`src/rtl/seg_display_controller_if.sv`:
```
// Bus-side signals of the 4-digit 7-segment display peripheral: the decoded
// write strobe and data going in, the multiplexed segment/anode drive coming out.
interface seg_display_controller_if;
    logic        writeEnable;
    logic        readEnable;
    logic [31:0] writeData;
    logic [29:0] memAddress;
    logic [6:0]  seg;
    logic [3:0]  an;

    modport master (
        output writeEnable, readEnable, writeData, memAddress,
        input  seg, an
    );

    modport slave (
        input  writeEnable, readEnable, writeData, memAddress,
        output seg, an
    );
endinterface

```
`src/rtl/seg_display_controller.sv`:
```
// 4-digit multiplexed 7-segment display with hex or double-dabble decimal mode.
// Optional macro LEADING_ZERO_BLANK_EN blanks leading zero digits (rightmost always lit).
module seg_display_controller #(
    parameter int REFRESH_BITS = 18,
    parameter int MAX_DEC      = 9999
) (
    input logic                     clk,
    input logic                     rst,
    seg_display_controller_if.slave bus
);

    localparam logic [0:0] IDLE = 1'b0;
    localparam logic [0:0] CONV = 1'b1;

    logic [15:0]             value_q,     value_d;
    logic                    mode_q,      mode_d;
    logic                    start_q,     start_d;
    logic [15:0]             digits_q,    digits_d;
    logic [0:0]              state_q,     state_d;
    logic [15:0]             bin_q,       bin_d;
    logic [15:0]             bcd_q,       bcd_d;
    logic [3:0]              shift_cnt_q, shift_cnt_d;
    logic [REFRESH_BITS-1:0] scan_q,      scan_d;
    logic [3:0]              an_q,        an_d;
    logic [6:0]              seg_q,       seg_d;

    logic [31:0] shifted;
    logic [1:0]  sel;
    logic [3:0]  nib;
    logic        blank;

    // The device is write-only and single-register; these inputs are intentionally dropped.
    logic unused_bus_bits;
    assign unused_bus_bits = ^{bus.readEnable, bus.memAddress, bus.writeData[31:17]};

    function automatic logic [15:0] saturate(input logic [15:0] v);
        if (32'(v) > 32'(MAX_DEC)) return 16'(MAX_DEC);
        return v;
    endfunction

    function automatic logic [15:0] add3(input logic [15:0] b);
        logic [15:0] r;
        r = b;
        for (int i = 0; i < 4; i++) begin
            if (r[i*4 +: 4] >= 4'd5) r[i*4 +: 4] = r[i*4 +: 4] + 4'd3;
        end
        return r;
    endfunction

    function automatic logic [6:0] glyph(input logic [3:0] d);
        logic [6:0] g;
        case (d)
            4'h0: g = 7'b1000000;
            4'h1: g = 7'b1111001;
            4'h2: g = 7'b0100100;
            4'h3: g = 7'b0110000;
            4'h4: g = 7'b0011001;
            4'h5: g = 7'b0010010;
            4'h6: g = 7'b0000010;
            4'h7: g = 7'b1111000;
            4'h8: g = 7'b0000000;
            4'h9: g = 7'b0010000;
            4'hA: g = 7'b0001000;
            4'hB: g = 7'b0000011;
            4'hC: g = 7'b1000110;
            4'hD: g = 7'b0100001;
            4'hE: g = 7'b0000110;
            default: g = 7'b0001110;
        endcase
        return g;
    endfunction

    // Write capture and conversion FSM. A write always wins over an in-flight or
    // completing conversion; a decimal write starts conversion on the following edge.
    always_comb begin
        value_d     = value_q;
        mode_d      = mode_q;
        start_d     = start_q;
        digits_d    = digits_q;
        state_d     = state_q;
        bin_d       = bin_q;
        bcd_d       = bcd_q;
        shift_cnt_d = shift_cnt_q;
        shifted     = {add3(bcd_q), bin_q} << 1;

        if (bus.writeEnable) begin
            value_d     = bus.writeData[15:0];
            mode_d      = bus.writeData[16];
            state_d     = IDLE;
            shift_cnt_d = 4'd0;
            start_d     = bus.writeData[16];
            if (!bus.writeData[16]) digits_d = bus.writeData[15:0];
        end else begin
            case (state_q)
                IDLE: begin
                    if (start_q) begin
                        start_d = 1'b0;
                        if (mode_q) begin
                            state_d     = CONV;
                            bin_d       = saturate(value_q);
                            bcd_d       = 16'd0;
                            shift_cnt_d = 4'd0;
                        end
                    end
                end
                default: begin
                    bcd_d       = shifted[31:16];
                    bin_d       = shifted[15:0];
                    shift_cnt_d = shift_cnt_q + 4'd1;
                    if (shift_cnt_q == 4'd15) begin
                        state_d  = IDLE;
                        digits_d = shifted[31:16];
                    end
                end
            endcase
        end
    end

    // Scan: anode and segments are registered together from the same select.
    always_comb begin
        scan_d = scan_q + {{(REFRESH_BITS-1){1'b0}}, 1'b1};
        sel    = scan_q[REFRESH_BITS-1 -: 2];
        nib    = digits_q[{sel, 2'b00} +: 4];
`ifdef LEADING_ZERO_BLANK_EN
        blank  = (sel != 2'd0) && ((digits_q >> {sel, 2'b00}) == 16'd0);
`else
        blank  = 1'b0;
`endif
        if (blank) begin
            an_d  = 4'b1111;
            seg_d = 7'b1111111;
        end else begin
            an_d  = ~(4'b0001 << sel);
            seg_d = glyph(nib);
        end
    end

    always_ff @(posedge clk or negedge rst) begin
        if (!rst) begin
            value_q     <= 16'd0;
            mode_q      <= 1'b0;
            start_q     <= 1'b0;
            digits_q    <= 16'd0;
            state_q     <= IDLE;
            bin_q       <= 16'd0;
            bcd_q       <= 16'd0;
            shift_cnt_q <= 4'd0;
            scan_q      <= '0;
            an_q        <= 4'b1111;
            seg_q       <= 7'b1111111;
        end else begin
            value_q     <= value_d;
            mode_q      <= mode_d;
            start_q     <= start_d;
            digits_q    <= digits_d;
            state_q     <= state_d;
            bin_q       <= bin_d;
            bcd_q       <= bcd_d;
            shift_cnt_q <= shift_cnt_d;
            scan_q      <= scan_d;
            an_q        <= an_d;
            seg_q       <= seg_d;
        end
    end

    assign bus.an  = an_q;
    assign bus.seg = seg_q;

endmodule

```
`src/flat_wrapper.sv`:
```
// flat-port wrapper written by rule: the top's interface ports become plain ports
module seg_display_controller_flat 
#(
    parameter int REFRESH_BITS = 18,
    parameter int MAX_DEC      = 9999
)
  (clk, rst, bus_writeEnable, bus_readEnable, bus_writeData, bus_memAddress, bus_seg, bus_an);
  seg_display_controller_if bus_i ();
  input logic clk;
  input logic rst;
  input wire logic [$bits(bus_i.writeEnable)-1:0] bus_writeEnable;
  input wire logic [$bits(bus_i.readEnable)-1:0] bus_readEnable;
  input wire logic [$bits(bus_i.writeData)-1:0] bus_writeData;
  input wire logic [$bits(bus_i.memAddress)-1:0] bus_memAddress;
  output wire logic [$bits(bus_i.seg)-1:0] bus_seg;
  output wire logic [$bits(bus_i.an)-1:0] bus_an;
  assign bus_i.writeEnable = bus_writeEnable;
  assign bus_i.readEnable = bus_readEnable;
  assign bus_i.writeData = bus_writeData;
  assign bus_i.memAddress = bus_memAddress;
  assign bus_seg = bus_i.seg;
  assign bus_an = bus_i.an;
  seg_display_controller #(.REFRESH_BITS(REFRESH_BITS), .MAX_DEC(MAX_DEC)) u_core (.clk(clk), .rst(rst), .bus(bus_i));
endmodule
```
`config.mk`:
```
export PLATFORM = sky130hd
export DESIGN_NAME = seg_display_controller_flat
export DESIGN_NICKNAME = d
export VERILOG_FILES = /design/src/rtl/seg_display_controller_if.sv /design/src/rtl/seg_display_controller.sv /design/src/flat_wrapper.sv
export SDC_FILE = /design/constraint.sdc
export NUM_CORES = 1
export LEC_CHECK = 0
export ABC_AREA = 1
export BUFFER_PORTS_ARGS = -buffer_cell sky130_fd_sc_hd__buf_4
export CAP_MARGIN = 0
export CORE_MARGIN = 10
export CORE_UTILIZATION = 35
export CTS_BUF_LIST = sky130_fd_sc_hd__clkbuf_8
export CTS_CLUSTER_DIAMETER = 150
export DETAILED_ROUTE_END_ITERATION = 6
export PLACE_DENSITY = 0.51
export SLEW_MARGIN = 40
export SYNTH_ARGS = -nofsm -noshare
export SYNTH_HDL_FRONTEND = slang
export SYNTH_SLANG_ARGS = --single-unit
```
`constraint.sdc`:
```
create_clock -name clk -period 1.6 [get_ports clk]
set_input_delay 0.32 -clock clk [delete_from_list [all_inputs] [get_ports clk]]
set_output_delay 0.32 -clock clk [all_outputs]
set_load 0.01 [all_outputs]
```
=== After elaboration in Yosys (flattened, before gate mapping) ===
Memories as Yosys holds them, arrays and structs flattened. A register that Yosys moved wholly into a read port is not among the register bits.
Cells that the tools add are included.

* Bits in registers: 93
* Memory bits (read-only): 112
* Input bits: 66
* Output and inout port bits: 11
* Logic and storage cells: 71
* Memories: 1

{| class="wikitable"
|+ Memory list
! memory !! words !! width !! read ports !! clocked after Yosys merged registers in !! write ports !! line !! text
|-
| (name not given) || 16 || 7 || 1 || 1 || 0 || seg_display_controller.sv:52 || <nowiki>case (d)</nowiki>
|}

* Add/sub/neg operators: 6
* Order comparisons: 5
* Equal/unequal tests: 3
* Shift-type cells: 2
* Muxes and demuxes: 32
* Bitwise operators: 2
* Reduce and logical (&&, ||, !) cells: 10

{| class="wikitable"
|+ Operators with widths
! operator !! count
|-
| $mux W16 || 12
|-
| $mux W4 || 7
|-
| $add A18 B1 Y18 const B || 1
|-
| $ge A4 B3 Y1 const B || 4
|-
| $gt A16 B14 Y1 const B || 1
|-
| $shiftx A16 B5 Y4 || 1
|-
| $add A4 B2 Y4 const B || 3
|-
| $mux W1 || 12
|-
| $reduce_bool A2 Y1 || 4
|-
| $reduce_and A3 Y1 || 2
|-
| $reduce_bool A3 Y1 || 2
|-
| $add A4 B1 Y4 const B || 1
|-
| $eq A4 B4 Y1 const B || 1
|-
| $ne A2 B2 Y1 const B || 2
|-
| $not A4 Y4 || 1
|-
| $shl A1 B2 Y4 const A || 1
|-
| $add A3 B2 Y3 const B || 1
|-
| $mux W3 || 1
|-
| $reduce_and A2 Y1 || 1
|-
| $logic_not A1 Y1 || 1
|-
| $not A1 Y1 || 1
|}

=== Logic depth before layout (Yosys ltp) ===
Gate-level depths: netlist of run 1.

* Depth in word-level cells: 10
* Gate-level depth with buffers: 12
* Mapped depth without buffers: 10

=== Worst setup path before layout of run 1 ===
OpenSTA, ideal clock, no wires.

* Path kind: flip-flop to flip-flop
* Start: reg u_core.scan_q[16]
* End: reg u_core.seg_q[0], in the netlist u_core.bus.seg[0]
* Library setup time: 75 ps
* Data arrival time: 1,500 ps
* Required time: 1,525 ps
* Setup slack: 25 ps
* Cell stages (with the launch flop): 12
* Path buffers: 2
* Period minus slack after synthesis: 1,575 ps
* Path through: dfrtp_1 -> buf_6 -> buf_2 -> nand3_1 -> nand2_1 -> nor2_2 -> inv_1 -> ha_1 -> nand3_1 -> nand2_1 -> nand2_1 -> nand2_1

* Cells in the longest elaborated chain, start to end: 1

{| class="wikitable"
|+ RTL lines
! what !! line !! text
|-
| start: declaration || seg_display_controller.sv:23 || <nowiki>logic [REFRESH_BITS-1:0] scan_q, scan_d;</nowiki>
|-
| start signal: assignment || seg_display_controller.sv:160 || <nowiki>scan_q <= scan_d;</nowiki>
|-
| $shiftx A16 B5 Y4 || seg_display_controller.sv:123 || <nowiki>nib = digits_q[{sel, 2'b00} +: 4];</nowiki>
|-
| end: declaration || seg_display_controller.sv:25 || <nowiki>logic [6:0] seg_q, seg_d;</nowiki>
|}

No other way between the ends.
A chain may end at the register's enable or synchronous reset.

=== Worst setup path in the final report of run 1 ===
* Start: reg u_core.scan_q[16]
* End: reg u_core.seg_q[3], in the netlist u_core.bus.seg[3]

The elaborated chain is that of the path after synthesis.

==> flow_summary.yaml, run 1 <==
run_status:
  outcome: "complete, no violations"
clocking:
  clk_latency_ns: 0.38
  htreeDepth: 3
  clockRootBuffer: "clkbuf_8"
  cts_tree: "yes"
  clockBufferDepth: 2
  clkSlewWorstSetupHoldPaths_ns: 0.10
  cts_buffers: 9
  cts_sinks: 100
power_and_ir_drop:
  p_leak_nw: 3.14
  vdd_drop_max_uv: 445
  p_sw_share_pct: 35.4
  power_density_nw_per_um2: 1170
  p_int_w: 0.00457
  p_seq_share_pct: 48.0
  power_frac_comb_pct: 29.5
  pwr-share-clk_pct: 22.4
  switchingPower_w: 0.00250
worst_setup_path:
  r2r-start: "u_core.scan_q[16]$_DFF_PN0_"
  cp_max_fo: 6
  cp.arrival_ns: 1.86
  critPathLaunch: "u_core.scan_q[16]$_DFF_PN0_"
  critPathRequiredTime_ns: 1.93
  start_kind: "flop"
  cp-end-kind: "flop"
  worst-setup-path-type: "reg -> reg"
detailed_routing:
  antenna_left: 0
  dr.pass1.iters: 4
  wirelength_um: 12300
  wire_per_inst_um: 13.9
  remaining_drc_errors: 0
  drt_iter0_drc: 247
  viasPerCell: 4.80
  vias: 4230
yosys:
  yosys_warnings: 0
  synthFlopType: "dfrtp_1"
  yosysSeqAreaShare_pct: 49.0
  synth-seq-cells: 100
  syn_area_sq_um: 5130
  synth_nets: 725
  syn_area_per_cell_sq_um: 7.98
  syn_inst: 643
  synth_edf_count: 0
  synth_cell_types: 32
  ys_async_sr_fraction_pct: 100
final_layout:
  n_fill_cell: 1479
  finalInstanceArea_sq_um: 6030
  drive_gt1_share_pct: 16.9
  n_antenna_cell: 0
  fin_nets: 775
  synthToLayoutAreaGrowth_pct: 17.5
timing:
  setup_viol: 0
  fin_crit_sh_pct: 95.7
  period_needed_ns: 1.53
  finalMaxSlewViolations: 0
  hold_viol_final: 0
  max_freq_mhz: 653
  finClkSkew_ns: 0.0107
  rsz0062_at_grt: "true"
  fin_hold_ws_ns: 0.163
  max_slew_margin_pct: 66.6
  worst_pin_slew_ns: 0.500
floorplanning:
  core_sq_um: 14400
  die_h_um: 141
  start_util_pct: 35.6
  die_area_sq_um: 19900
  die_w_um: 141
  io_pins: 77
  rows: 44
grt:
  gr-total-overflow: 0
  grt_max_degree: 41
  grt_usage_pct: 12.8
  grt_pass1_vias: 4338
  grt_pass1_wl_um: 20900
  antenna_found_initial: 0
place:
  portBuffers: 30
  dp_hpwl_um: 8980
  gp_congestion: 0.837
  dpl-instance-area_sq_um: 5690
run:
  maxCapViolCount: 0
hold_path:
  worst_hold_startpoint: "bus_writeData[1]"
  worst_hold_path_type: "in -> reg"
==> flip-flops by register name (all words and copies together), names as in the netlist <==
name / count
u_core.scan_q: 18
u_core.bcd_q: 16
u_core.bin_q: 16
u_core.digits_q: 16
u_core.value_q: 16
u_core.bus.seg: 7
u_core.bus.an: 4
u_core.shift_cnt_q: 4
u_core.mode_q: 1
u_core.start_q: 1
u_core.state_q: 1
==> worst paths after layout <==
| kind | to | slack, ns | cells past startpoint |
|---|---|---|---|
| worst max-delay path | u_core.bus.seg[3]$_DFF_PN1_ | 0.07 | 8 |
| worst min-delay path | u_core.value_q[1]$_DFFE_PN0P_ | 0.16 | 3 |
| worst max register to register | u_core.bus.seg[3]$_DFF_PN1_ | 0.07 | 8 |
| worst min register to register | u_core.shift_cnt_q[0]$_DFFE_PN0P_ | 0.49 | 1 |
| max in group asynchronous | u_core.bus.an[1]$_DFF_PN1_ | 0.66 | 3 |
| min in group asynchronous | u_core.scan_q[5]$_DFF_PN0_ | 0.36 | 2 |
==> routing by layer <==
metal	vias to the layer above	wire, um	track usage [%]
li1	2148	-	-
met1	1981	5980	16.5
met2	83	5470	20.0
met3	18	597	3.09
met4	0	197	4.95
met5	-	0	0
==> timing repair <==
action,in CTS,in global routing
hold endpoints to repair,9,0
hold buffers,1,0
buffers inserted,0,4
endpoints found under the setup margin,2,12
resized for setup,1,23
cloned,0,1
pin swaps,0,3
==> power by group through the flow <==
stage	logic [W]	registers, W	clock network (W)
after global routing	0.00242	0.00346	0.00175
after detailed placement	0.00200	0.00344	0
after floorplan	0.00136	0.00340	0
final	0.00209	0.00339	0.00159
after global placement	0.00193	0.00343	0
after CTS	0.00201	0.00340	0.00166
==> through the flow <==
| step | total power (W) | worst slack (ns) | TNS, ns | instances | util (%) |
|---|---|---|---|---|---|
| after floorplan | 0.00476 | 0.0246 | 0 | 643 | - |
| after global placement | 0.00537 | 0.0259 | 0 | 860 | 39.4 |
| after detailed placement | 0.00544 | 0.00790 | 0 | 860 | 39.4 |
| after CTS | 0.00706 | 0.0136 | 0 | 877 | 40.8 |
| after global routing | 0.00763 | -0.00948 | -0.0226 | 882 | 41.8 |
| final | 0.00707 | 0.0687 | 0 | 882 | 41.8 |
==> layout make-up <==
| type | count | area (sq um) | area share (%) |
|---|---|---|---|
| clock inverter | 5 | 35.0 | 0.581 |
| sequential | 100 | 2520 | 41.8 |
| inverter | 73 | 279 | 4.63 |
| multi-input combinational | 451 | 2300 | 38.2 |
| clock buffer | 11 | 151 | 2.51 |
| timing repair buffer | 58 | 513 | 8.51 |
| tap | 184 | 230 | 3.82 |
==> synth_stat cells (2+ instances only) <==
| master | count | area, sq um |
|---|---|---|
| nand2_1 | 232 | 871 |
| dfrtp_1 | 89 | 2230 |
| inv_1 | 66 | 248 |
| nand3_1 | 61 | 305 |
| nor2_1 | 37 | 139 |
| o21ai_0 | 29 | 145 |
| ha_1 | 16 | 200 |
| a22oi_1 | 14 | 105 |
| nand4_1 | 14 | 87.6 |
| buf_2 | 11 | 55.1 |
| dfstp_2 | 11 | 289 |
| a21boi_1 | 8 | 60.1 |
| o22ai_1 | 8 | 50.1 |
| inv_2 | 6 | 22.5 |
| xnor2_1 | 6 | 52.6 |
| xor2_1 | 6 | 52.6 |
| nand2_2 | 4 | 25.0 |
| a21oi_1 | 3 | 15.0 |
| buf_4 | 3 | 22.5 |
| clkbuf_1 | 3 | 11.3 |
| buf_6 | 2 | 22.5 |
| nor2_2 | 2 | 12.5 |
| nor2_4 | 2 | 22.5 |
| nor3_2 | 2 | 20.0 |
==> logic make-up (layout without fill, tap and decap cells) <==
group	after synthesis	count (layout)	share of synthesized area (%)
AO/OA/AOI/OAI	65	65	7.73
XOR/XNOR	12	12	2.05
adder cells (fa/ha/maj)	16	16	3.90
buffers and inverters	92	147	7.56
flip-flops	100	100	49.0
AND/OR/NAND/NOR	358	358	29.7
==> placed cells by master (no fill, tap or decap), types with 7 or more instances in the layout <==
cell type / count
a22oi_1: 14
a21boi_1: 8
nand2_2: 7
dfrtp_1: 87
o22ai_1: 8
nand2_1: 229
buf_4: 50
ha_1: 10
nand3_1: 60
nor2_1: 36
clkbuf_8: 11
dfstp_2: 11
nand4_1: 14
inv_1: 65
o21ai_0: 28
==> worst max-delay path, stage by stage, from the launching register on <==
cell	delay [ns]
dfrtp_2	0.50
buf_12	0.16
nand3_1	0.07
nand2_2	0.07
nor2_4	0.16
ha_1	0.28
nand2_1	0.08
nand3_1	0.07
nand2_1	0.08
Power figures use the tool's default switching activity.
==> run 2: changes to the inputs <==
--- a/config.mk
+++ b/config.mk
@@ -5,7 +5,6 @@
 export SDC_FILE = /design/constraint.sdc
 export NUM_CORES = 1
 export LEC_CHECK = 0
-export ABC_AREA = 1
 export BUFFER_PORTS_ARGS = -buffer_cell sky130_fd_sc_hd__buf_4
 export CAP_MARGIN = 0
 export CORE_MARGIN = 10
@@ -13,7 +12,7 @@
 export CTS_BUF_LIST = sky130_fd_sc_hd__clkbuf_8
 export CTS_CLUSTER_DIAMETER = 150
 export DETAILED_ROUTE_END_ITERATION = 6
-export PLACE_DENSITY = 0.51
+export PLACE_DENSITY_LB_ADDON = 0.15
 export SLEW_MARGIN = 40
 export SYNTH_ARGS = -nofsm -noshare
 export SYNTH_HDL_FRONTEND = slang
==> flow_summary.yaml, run 2 <==
final_layout:
  n_antenna_cell: 0
  fin_nets: 618
  drive_gt1_share_pct: 35.7
  multiInputGateArea_sq_um: 2260
  regArea_sq_um: 2520
  largest_register_ffs: 18
  layout_commonest_cell: "buf_4"
  top_register: "u_core.scan_q"
  n_fill_cell: 1249
  synthToLayoutAreaGrowth_pct: 31.5
  finalInstanceArea_sq_um: 6170
  mostFrequentLayoutCells: "90 x buf_4, 88 x dfrtp_1, 51 x nand2_1"
yosys:
  synth_edf_count: 0
  synth_top_cell_area_share_pct: 47.5
  yosys_warnings: 0
  syn_area_sq_um: 4690
  synth_cell_types: 45
  yosysSeqAreaShare_pct: 53.7
  ys_async_sr_fraction_pct: 100
  synth-seq-cells: 100
  syn_inst: 444
  synth_nets: 526
  yosysTopAreaCell: "dfrtp_1"
  synth_top_cells_by_count: "89 x dfrtp_1, 51 x nand2_1, 32 x nor2_1"
  synth_area_leaders: "dfrtp_1 47%, dfstp_2 6.2%, ha_1 4.3%"
  yosysMostFrequentCell: "dfrtp_1"
  synthFlopType: "dfrtp_1"
  syn_area_per_cell_sq_um: 10.6
power_and_ir_drop:
  power_density_nw_per_um2: 975
  p_leak_nw: 2.75
  vdd_drop_max_uv: 468
timing:
  setup_viol: 7
  finalMaxSlewViolations: 0
  period_needed_ns: 1.72
  setup_tns_ns: -0.656
  max_freq_mhz: 580
  fin_ws_ns: -0.125
  max_slew_margin_pct: 57.3
  finClkSkew_ns: 0.0131
  rsz0062_at_grt: "true"
  worst_pin_slew_ns: 0.638
  hold_viol_final: 0
  fin_hold_ws_ns: 0.193
  fin_crit_sh_pct: 108
place:
  gp_congestion: 0.774
  dp_hpwl_um: 7980
  portBuffers: 30
  dpl-instance-area_sq_um: 5560
  place_ws_ns: -0.245
worst_setup_path:
  ff2ff_setup_slack_ns: -0.12
  crit_path_max_incr_delay_ns: 0.57
  critPathRequiredTime_ns: 1.90
  cp_max_fo: 5
  cp-end-kind: "flop"
  worst-setup-path-type: "reg -> reg"
  start_kind: "flop"
  cpMaxStageDelayCell: "mux4_2"
  path_cells: "mux4_2, inv_2, ha_4, a21oi_2, nor2_1, a31oi_1"
  cp.arrival_ns: 2.02
grt:
  grt_pass1_wl_um: 18800
  grt_pass1_vias: 3641
  grt_max_degree: 37
  antenna_found_initial: 0
  grt_usage_pct: 12.9
  gr-total-overflow: 0
detailed_routing:
  wirelength_um: 11500
  drt_iter0_drc: 202
  vias: 3521
  dr.pass1.iters: 4
  viasPerCell: 4.91
  wire_per_inst_um: 16.1
  remaining_drc_errors: 0
  antenna_left: 0
floorplanning:
  die_h_um: 136
  die_area_sq_um: 18400
  start_util_pct: 35.6
  die_w_um: 136
  core_sq_um: 13200
  rows: 42
  io_pins: 77
clocking:
  clk_latency_ns: 0.37
  clkSlewWorstSetupHoldPaths_ns: 0.10
  clockBufferDepth: 2
  cts_buffers: 9
  cts_tree: "yes"
  cts_sinks: 100
  clockRootBuffer: "clkbuf_8"
  htreeDepth: 3
run_status:
  violations: "setup timing"
  outcome: "complete, but fails checks"
run:
  maxCapViolCount: 0
hold_path:
  worst_hold_path_type: "in -> reg"
run 2: layout make-up:
class / instances / area share [%]
flip-flops and latches: 100 / 40.8
inverters: 23 / 1.44
clock buffers: 10 / 2.23
clock inverters: 6 / 1.81
well taps: 176 / 3.57
multi-input cells: 302 / 36.6
repair buffers: 100 / 13.6
run 2: what timing repair did:
item / 4_1_cts / 5_1_grt
pin swaps: 7 / 10
endpoints found under the setup margin: 14 / 39
gates resized for setup: 15 / 38
gates cloned: 1 / 1
buffers inserted: 7 / 5
hold endpoints to repair: 23 / 0
hold buffers: 1 / 0
run 2: critical path, delay by kind of cell, from the launching register on:
family	cells	cell delay (ns)
mux	1	0.57
flops	1	0.44
buf+inv	1	0.12
fa+ha+maj	1	0.21
simple gates	1	0.04
compound gates	2	0.25
run 2: final timing paths:
check,start,endpoint,cells after the start
max,u_core.scan_q[16]$_DFF_PN0_,u_core.bus.seg[3]$_DFF_PN1_,6
min,bus_writeData[7],u_core.value_q[7]$_DFFE_PN0P_,2
max reg2reg,u_core.scan_q[16]$_DFF_PN0_,u_core.bus.seg[3]$_DFF_PN1_,6
min reg2reg,u_core.scan_q[5]$_DFF_PN0_,u_core.scan_q[5]$_DFF_PN0_,1
max in group asynchronous,rst,u_core.bus.seg[3]$_DFF_PN1_,3
min in group asynchronous,rst,u_core.bcd_q[2]$_DFFE_PN0P_,2
run 2: cells by family after synthesis:
kind of cell / synth area share (%)
adder cells (fa/ha/maj): 4.27
flip-flops: 53.7
buffers and inverters: 3.79
AND/OR/NAND/NOR: 13.9
AO/OA/AOI/OAI: 14.3
multiplexers: 5.39
XOR/XNOR: 4.67
run 2: metal layers:
metal  GRT usage (%)  vias to the layer above  wire length [um]
met1            16.5                     1745              5430
li1                -                     1725                 -
met3            2.45                       13               363
met5               0                        -                 0
met2            20.8                       38              5570
met4            5.38                        0               174
run 2: power by group:
group / total, W / leakage (nW) / switching [W] / internal (W)
clock network: 0.00198 / 0.122 / 0.000896 / 0.00108
logic: 0.00105 / 1.38 / 0.000504 / 0.000547
registers: 0.00298 / 1.24 / 0.000164 / 0.00282
run 2: metrics by stage:
stage / std cells / utilization [%] / power, W
global route: 717 / 46.8 / 0.00632
finish: 717 / 46.8 / 0.00601
CTS: 713 / 45.2 / 0.00603
detailed placement: 688 / 42.2 / 0.00398
global placement: 688 / 42.1 / 0.00396
floorplan: 444 / - / 0.00353
==> run 3: changes to the inputs <==
--- a/config.mk
+++ b/config.mk
@@ -7,8 +7,7 @@
 export LEC_CHECK = 0
 export BUFFER_PORTS_ARGS = -buffer_cell sky130_fd_sc_hd__buf_4
 export CAP_MARGIN = 0
-export CORE_MARGIN = 10
-export CORE_UTILIZATION = 35
+export CORE_UTILIZATION = 30
 export CTS_BUF_LIST = sky130_fd_sc_hd__clkbuf_8
 export CTS_CLUSTER_DIAMETER = 150
 export DETAILED_ROUTE_END_ITERATION = 6
==> flow_summary.yaml, run 3 (synthesis results as in run 2) <==
grt:
  grt_usage_pct: 14.9
  grt_pass1_wl_um: 18400
  gr-total-overflow: 0
  grt_pass1_vias: 3557
  antenna_found_initial: 0
  grt_max_degree: 41
floorplanning:
  core_sq_um: 15200
  rows: 45
  die_h_um: 127
  start_util_pct: 30.8
  die_w_um: 127
  io_pins: 77
  die_area_sq_um: 16100
timing:
  setup_viol: 7
  worst_pin_slew_ns: 0.355
  finClkSkew_ns: 0.0121
  fin_crit_sh_pct: 108
  rsz0062_at_grt: "true"
  hold_viol_final: 0
  fin_ws_ns: -0.125
  max_freq_mhz: 580
  finalMaxSlewViolations: 0
  max_slew_margin_pct: 76.3
  period_needed_ns: 1.72
  setup_tns_ns: -0.531
  fin_hold_ws_ns: 0.188
run_status:
  violations: "setup timing"
  outcome: "complete, but fails checks"
run:
  maxCapViolCount: 0
clocking:
  clkSlewWorstSetupHoldPaths_ns: 0.10
  clockRootBuffer: "clkbuf_8"
  cts_sinks: 100
  cts_tree: "yes"
  clk_latency_ns: 0.38
  htreeDepth: 3
  cts_buffers: 9
  clockBufferDepth: 2
worst_setup_path:
  r2r-start: "u_core.scan_q[16]$_DFF_PN0_"
  critPathLaunch: "u_core.scan_q[16]$_DFF_PN0_"
  reg2regPathDepth: 6
  cp.arrival_ns: 2.03
  critPathRequiredTime_ns: 1.90
  start_kind: "flop"
  cp-endpoint: "u_core.bus.seg[3]$_DFF_PN1_"
  r2r-end: "u_core.bus.seg[3]$_DFF_PN1_"
  cp-end-kind: "flop"
  cp_max_fo: 5
  worst-setup-path-type: "reg -> reg"
  crit_path_max_incr_delay_ns: 0.60
  path_cells: "mux4_2, inv_4, ha_4, a21oi_2, nor2_1, a31oi_1"
  cpMaxStageDelayCell: "mux4_2"
  ff2ff_setup_slack_ns: -0.12
final_layout:
  largest_register_ffs: 18
  final_cells: 722
  finalInstanceArea_sq_um: 6060
  fin_nets: 611
  layout_commonest_cell: "dfrtp_1"
  drive_gt1_share_pct: 33.0
  top_register: "u_core.scan_q"
  n_antenna_cell: 0
  mostFrequentLayoutCells: "88 x dfrtp_1, 80 x buf_4, 50 x nand2_1"
  synthToLayoutAreaGrowth_pct: 29.3
power_and_ir_drop:
  vdd_drop_max_uv: 497
  power_density_nw_per_um2: 942
  p_int_w: 0.00418
  p_leak_nw: 2.68
  switchingPower_w: 0.00154
  p_seq_share_pct: 52.3
  p_sw_share_pct: 26.9
  pwr-share-clk_pct: 29.2
  power_frac_comb_pct: 18.5
place:
  gp_congestion: 0.734
  dpl-instance-area_sq_um: 5550
  dp_hpwl_um: 7800
  portBuffers: 30
  placed_cells: 695
detailed_routing:
  viasPerCell: 4.86
  antenna_left: 0
  wire_per_inst_um: 15.4
  vias: 3510
  drt_iter0_drc: 248
  wirelength_um: 11100
  dr.pass1.iters: 4
  remaining_drc_errors: 0
hold_path:
  worst_hold_path_type: "in -> reg"
run 3: cell count changes in the layout (fill, tap and decap cells not counted), sizes merged:
cell | before | now
buf | 98 | 91
bufinv | 3 | 1
clkinvlp | 1 | 0
inv | 23 | 25
mux4 | 5 | 4
clkbuf | 11 | 13
run 3: worst min path at each step:
stage	depth (start not counted)	to	startpoint
after CTS	2	u_core.mode_q$_DFFE_PN0P_	bus_writeData[16]
after floorplan	0	u_core.bcd_q[0]$_DFFE_PN0P_	rst
final	3	u_core.value_q[14]$_DFFE_PN0P_	bus_writeData[14]
after global routing	2	u_core.value_q[7]$_DFFE_PN0P_	bus_writeData[7]
after global placement	1	u_core.scan_q[10]$_DFF_PN0_	rst
after detailed placement	1	u_core.scan_q[9]$_DFF_PN0_	rst
run 3: power by group through the flow:
stage                     Clock, W  Combinational, W  Sequential [W]
final                      0.00167           0.00105         0.00299
after global routing       0.00186           0.00117         0.00302
after CTS                  0.00175           0.00101         0.00298
after detailed placement         0          0.000982         0.00303
after global placement           0          0.000971         0.00303
after floorplan                  0          0.000530         0.00300
run 3: critical path: cells and delay by family, from the launching register on:
family          cells  cell delay [ns]
mux                 1             0.60
flops               1             0.42
compound gates      2             0.26
fa+ha+maj           1             0.20
buf+inv             1             0.12
simple gates        1             0.06
run 3: through the flow:
step | setup WS, ns | total power (W) | util [%]
after floorplan | -0.110 | 0.00353 | -
after global placement | -0.136 | 0.00400 | 36.5
after detailed placement | -0.165 | 0.00401 | 36.5
after CTS | -0.129 | 0.00574 | 38.2
after global routing | -0.210 | 0.00605 | 39.9
final | -0.125 | 0.00571 | 39.9
run 3: timing repair:
| action | in CTS | in global routing |
|---|---|---|
| endpoints found under the setup margin | 11 | 38 |
| buffers inserted | 2 | 6 |
| endpoints found under the hold margin | 19 | 0 |
| gates cloned | 0 | 2 |
| gates resized for setup | 8 | 34 |
| pin swaps | 4 | 10 |
| hold buffers | 1 | 0 |
run 3: final cells by class:
cell class              count  area, sq um
fillers                  1505         9140
flip-flops and latches    100         2520
multi-input cells         301         2180
repair buffers             94          846
well taps                 188          235
clock buffers              11          151
inverters                  23         88.8
clock inverters             5         50.0
run 3: layer usage:
| metal | part of all wire [%] | vias to the layer above | wire length [um] | track usage (%) |
|---|---|---|---|---|
| met1 | 48 | 1723 | 5340 | 19.9 |
| met3 | 3.4 | 15 | 375 | 2.01 |
| met4 | 2.0 | 0 | 219 | 7.14 |
| li1 | - | 1715 | - | - |
| met5 | 0 | - | 0 | 0 |
| met2 | 47 | 57 | 5200 | 24.0 |
